`config.mk`:
```
export PLATFORM = sky130hd
export DESIGN_NAME = hex_scan_decoder
export DESIGN_NICKNAME = d
export VERILOG_FILES = /design/src/rtl/hex_scan_decoder.sv
export SDC_FILE = /design/constraint.sdc
export NUM_CORES = 1
export LEC_CHECK = 0
export ABC_AREA = 1
export CORE_MARGIN = 5
export CORE_UTILIZATION = 49
export CTS_CLUSTER_SIZE = 28
export DETAILED_ROUTE_END_ITERATION = 6
export PLACE_DENSITY_LB_ADDON = 0.2
export SYNTH_ARGS = -nofsm -noshare
export SYNTH_HDL_FRONTEND = slang
export SYNTH_SLANG_ARGS = --single-unit
```
`constraint.sdc`:
```
create_clock -name clk -period 1.5 [get_ports clk]
set_input_delay 0.225 -clock clk [delete_from_list [all_inputs] [get_ports clk]]
set_output_delay 0.225 -clock clk [all_outputs]
set_load 0.05 [all_outputs]
```
`src/rtl/hex_scan_decoder.sv`:
```
// Samples a scanned, active-low seven-segment bus, debounces each segment/strobe pair,
// decodes it to a nibble and reassembles the 8-digit hex word with per-frame status.
module hex_scan_decoder #(
  parameter int unsigned STABLE_CYCLES = 4
) (
  input  logic        clk,
  input  logic        rst_n,
  input  logic [6:0]  seg_n,
  input  logic [7:0]  dig_sel_n,
  output logic [31:0] hex_data,
  output logic [7:0]  digit_valid,
  output logic [7:0]  digit_err,
  output logic        frame_valid,
  output logic        frame_err
);

  localparam logic [7:0] CNT_MAX = 8'(STABLE_CYCLES);
  localparam logic [7:0] CNT_CAP = 8'(STABLE_CYCLES - 1);

  logic [6:0]  seg_meta_q, seg_sync_q;
  logic [7:0]  sel_meta_q, sel_sync_q;
  logic [14:0] hold_q, hold_d;
  logic [7:0]  cnt_q, cnt_d;
  logic        armed_q, armed_d;
  logic [7:0]  mask_q, mask_d;
  logic        frame_valid_q, frame_valid_d;
  logic        frame_err_q, frame_err_d;

  logic [14:0] pair;
  logic        pair_same;
  logic [7:0]  sel_act;
  logic        sel_onehot;
  logic        capture;
  logic        frame_done;
  logic [3:0]  dec_nibble;
  logic        dec_legal;

  // Both buses idle high (blank, no digit) so reset mimics a dark display.
  always_ff @(posedge clk) begin
    if (!rst_n) begin
      seg_meta_q <= '1;
      seg_sync_q <= '1;
      sel_meta_q <= '1;
      sel_sync_q <= '1;
    end else begin
      seg_meta_q <= seg_n;
      seg_sync_q <= seg_meta_q;
      sel_meta_q <= dig_sel_n;
      sel_sync_q <= sel_meta_q;
    end
  end

  assign pair       = {seg_sync_q, sel_sync_q};
  assign pair_same  = (pair == hold_q);
  assign sel_act    = ~sel_sync_q;
  assign sel_onehot = (sel_act != 8'd0) && ((sel_act & (sel_act - 8'd1)) == 8'd0);
  assign capture    = pair_same && (cnt_q == CNT_CAP) && armed_q && sel_onehot;
  assign frame_done = &mask_q;

  always_comb begin
    dec_nibble = 4'h0;
    dec_legal  = 1'b1;
    case (seg_sync_q)
      7'h40: dec_nibble = 4'h0;
      7'h79: dec_nibble = 4'h1;
      7'h24: dec_nibble = 4'h2;
      7'h30: dec_nibble = 4'h3;
      7'h19: dec_nibble = 4'h4;
      7'h12: dec_nibble = 4'h5;
      7'h02: dec_nibble = 4'h6;
      7'h78: dec_nibble = 4'h7;
      7'h00: dec_nibble = 4'h8;
      7'h10: dec_nibble = 4'h9;
      7'h08: dec_nibble = 4'hA;
      7'h03: dec_nibble = 4'hB;
      7'h46: dec_nibble = 4'hC;
      7'h21: dec_nibble = 4'hD;
      7'h06: dec_nibble = 4'hE;
      7'h0E: dec_nibble = 4'hF;
      default: dec_legal = 1'b0;
    endcase
  end

  // Any change of the pair restarts the dwell and re-arms a single capture.
  always_comb begin
    hold_d  = hold_q;
    cnt_d   = cnt_q;
    armed_d = armed_q;
    if (!pair_same) begin
      hold_d  = pair;
      cnt_d   = 8'd1;
      armed_d = 1'b1;
    end else begin
      if (cnt_q != CNT_MAX) begin
        cnt_d = cnt_q + 8'd1;
      end
      if (capture) begin
        armed_d = 1'b0;
      end
    end
  end

  always_comb begin
    mask_d        = frame_done ? 8'd0 : mask_q;
    frame_valid_d = frame_done;
    frame_err_d   = frame_done ? (|digit_err) : frame_err_q;
    if (capture) begin
      mask_d = mask_d | sel_act;
    end
  end

  always_ff @(posedge clk) begin
    if (!rst_n) begin
      hold_q        <= '1;
      cnt_q         <= 8'd0;
      armed_q       <= 1'b1;
      mask_q        <= 8'd0;
      frame_valid_q <= 1'b0;
      frame_err_q   <= 1'b0;
    end else begin
      hold_q        <= hold_d;
      cnt_q         <= cnt_d;
      armed_q       <= armed_d;
      mask_q        <= mask_d;
      frame_valid_q <= frame_valid_d;
      frame_err_q   <= frame_err_d;
    end
  end

  assign frame_valid = frame_valid_q;
  assign frame_err   = frame_err_q;

  genvar gi;
  generate
    for (gi = 0; gi < 8; gi++) begin : g_digit
      logic [3:0] nib_q;
      logic       val_q;
      logic       err_q;
      logic       hit;

      assign hit = capture & sel_act[gi];

      // An illegal pattern keeps the last good nibble but flags the digit.
      always_ff @(posedge clk) begin
        if (!rst_n) begin
          nib_q <= 4'h0;
          val_q <= 1'b0;
          err_q <= 1'b0;
        end else if (hit) begin
          if (dec_legal) begin
            nib_q <= dec_nibble;
            val_q <= 1'b1;
            err_q <= 1'b0;
          end else begin
            val_q <= 1'b0;
            err_q <= 1'b1;
          end
        end
      end

      assign hex_data[4*gi +: 4] = nib_q;
      assign digit_valid[gi]     = val_q;
      assign digit_err[gi]       = err_q;
    end
  endgenerate

endmodule

```
==> summary.txt <==
syn avg cell area = 7.306 sq um
Pwr per Cell Area = 801.4 nW/um^2
critical path class = reg2reg
routed vias = 4533
Synth Instances = 641
synthesized area = 4683 sq um
die height = 107.8 um
Post-Synth Adder-Cell Area = 0.5343%
1st-pass router iterations = 5
clk_lat worst skew = 0.38 ns
final period utilization = 124.7%
GPL Wtd Cong = 0.8985
CTS max path bufs = 2
Setup WS post-layout = -0.3710 ns
Max FO, Critical Path = 14
CTS tree = built
yosys warns = 0
H-tree depth = 3
final-report hold violation count = 0
hold_sp = rst_n
Starting Density = 50.44%
via/cell ratio = 5.014
worst reg2reg endpoint = g_digit[0].nib_q[0]
Worst VDD drop = 620.8 uV
routed len/inst = 14.03 um
Post-Route Skew = 0.02311 ns
Filler cells = 682
cell count after placement = 865
Worst R2R Start = cnt_q[0]
Startpoint Class = register
Worst Hold Class = in2reg
CTS Sinks = 112
DRC = 0
FP Rows = 35
antenna-violating nets left = 0
max_cap viols = 0
FF-to-FF path depth = 14
crit path from = cnt_q[0]
DRT iter0 DRCs = 263
mux cell area share after synthesis = 0%
main combinational cell family by area after synthesis = simple AND/OR/NAND/NOR gates
# IOs = 67
post-detail-place hpwl = 8269 um
simple-gate area share of the yosys netlist = 34.36%
Util after Layout = 71.40%
R2R setup slack = -0.37 ns
Global Route Usage Sum = 21.76%
vias in the first global route = 4407
CP Capture Type = register
hold path depth = 2
post-synth net total = 660
worst path arrival time = 2.19 ns
most common cell after layout, fill and taps aside = nand2_1
Hold EP = hold_q[0]
share of the synthesized area in the top cell type = 47.88%
Area after DPL = 5812 sq um
Final Max Slew Viols = 0
worst slew pin tran = 0.4414 ns
Synth area leaders = dfxtp_1 (48%), nand2_1 (15%), nor2_1 (6.2%)
Post-Synth XOR/XNOR Area = 0.9351%
register area share after synthesis = 47.88%
largest area contributor in the netlist = dfxtp_1
Clk Tree Root Cell = clkbuf_8
Die Width = 107.8 um
input/output buffers = 66
fmax = 534.5 MHz
nets = 789
Final Setup Violations = 64
share of cells above drive strength 1 = 38.45%
failing checks = negative setup slack
Pleak = 3.153 nW
Synth Area in Compound Gates = 5.477%
Clk pin slew, worst setup/hold paths = 0.11 ns
Synth Register Bits = 112
initial antenna violation count = 0
most frequent cells in the layout = nand2_1 (159), buf_4 (113), dfxtp_1 (93)
CTS Buf Count = 9
Netlist cell types = 31
RSZ-0062 raised after global routing = true
worst relative slew slack = 70.30%
largest net degree at the start of global routing = 31
Final Cell Area = 6629 sq um
ant diodes = 0
Area Overhead vs Synth = 41.54%
Req. time, crit path = 1.81 ns
GRT overflow = 0
first-pass GRT wire length = 20370 um
die area = 11610 sq um
Tmin final = 1.871 ns
Core ar. = 9284 sq um
routed wire length = 12680 um
fin cells = 904
status = finished, violations left
final setup TNS = -16.82 ns
-- critical path, cell delays in order (launching register included) --
cell and delay (ns):
dfxtp_2 0.37, ha_4 0.13, inv_2 0.04, nor2_4 0.08, nand2_1 0.05, nor2_1 0.10
nand3_1 0.09, nor2_1 0.09, nand2_1 0.09, nor2_4 0.19, buf_12 0.19, nand3_2 0.14
clkinv_1 0.09, nor2_1 0.05, nor2_1 0.10
-- synth_stat cells, drive strengths merged --
library cell,n
nand2,182
dfxtp,112
nor2,80
inv,77
nand3,37
or2,32
a21oi,27
buf,26
nand4,18
o21ai,16
clkbuf,7
nor3,7
a31oi,4
nor4,3
xor2,3
clkinv,2
ha,2
xnor2,2
a311oi,1
and2,1
nor3b,1
o211ai,1
-- through the flow --
stage / worst slack [ns] / power (mW) / hold slack [ns]
5_1_grt: -0.4761 / 5.526 / 0.1794
2_1_floorplan: -0.1606 / 3.317 / 0.3316
6_report: -0.3710 / 5.312 / 0.1948
3_3_place_gp: -0.3227 / 3.478 / 0.3961
3_5_place_dp: -0.4047 / 3.490 / 0.3972
4_1_cts: -0.2876 / 5.320 / 0.1713
-- repair_timing --
action / 4_1_cts / 5_1_grt
pin swaps: 27 / 30
gates resized for setup: 72 / 49
hold buffers: 0 / 0
setup endpoints to repair: 65 / 65
gates cloned: 3 / 0
hold endpoints to repair: 0 / 0
setup buffers: 15 / 9
-- sequential cells by signal, summed over array words and instances (netlist names), 7 cells and up --
signal,count
seg_meta_q,7
g_digit.nib_q,32
seg_sync_q,7
g_digit.err_q,8
cnt_q,8
hold_q,15
mask_q,8
sel_meta_q,8
g_digit.val_q,8
sel_sync_q,8
-- worst max-delay path by stage --
stage,to,slack [ns],cells after the start
3_5_place_dp,g_digit[5].nib_q[1],-0.40,13
4_1_cts,g_digit[3].nib_q[0],-0.29,14
5_1_grt,g_digit[0].nib_q[0],-0.48,14
2_1_floorplan,g_digit[6].nib_q[1],-0.16,14
3_3_place_gp,g_digit[6].nib_q[3],-0.32,12
6_report,g_digit[0].nib_q[0],-0.37,14
-- cell type report --
type                       instances  area, sq um  area share, %
tap                              129        161.4          2.435
multi-input combinational        417         2282          34.43
sequential                       112         2281          34.41
clock buffer                       9        123.9          1.869
inverter                          79        299.0          4.511
clock inverter                     7        83.83          1.265
timing repair buffer             151         1398          21.08
-- per-layer routing --
layer	wire (um)	up-vias	GRT usage, %
met5	0	-	0
met4	247	0	7.845
met3	731	26	4.019
met2	6411	159	38.37
met1	5293	2105	26.30
li1	-	2243	-
-- kinds of logic after synthesis --
group / count (synthesis)
AO/OA/AOI/OAI: 49
AND/OR/NAND/NOR: 361
buffers and inverters: 112
XOR/XNOR: 5
flip-flops: 112
adder cells (fa/ha/maj): 2
-- where the power goes --
group          internal (mW)  total [mW]  switching [mW]
combinational          0.200       0.428           0.228
sequential              3.02        3.06          0.0350
clock                  0.677        1.83            1.15
(Power assumes the default switching activity.)
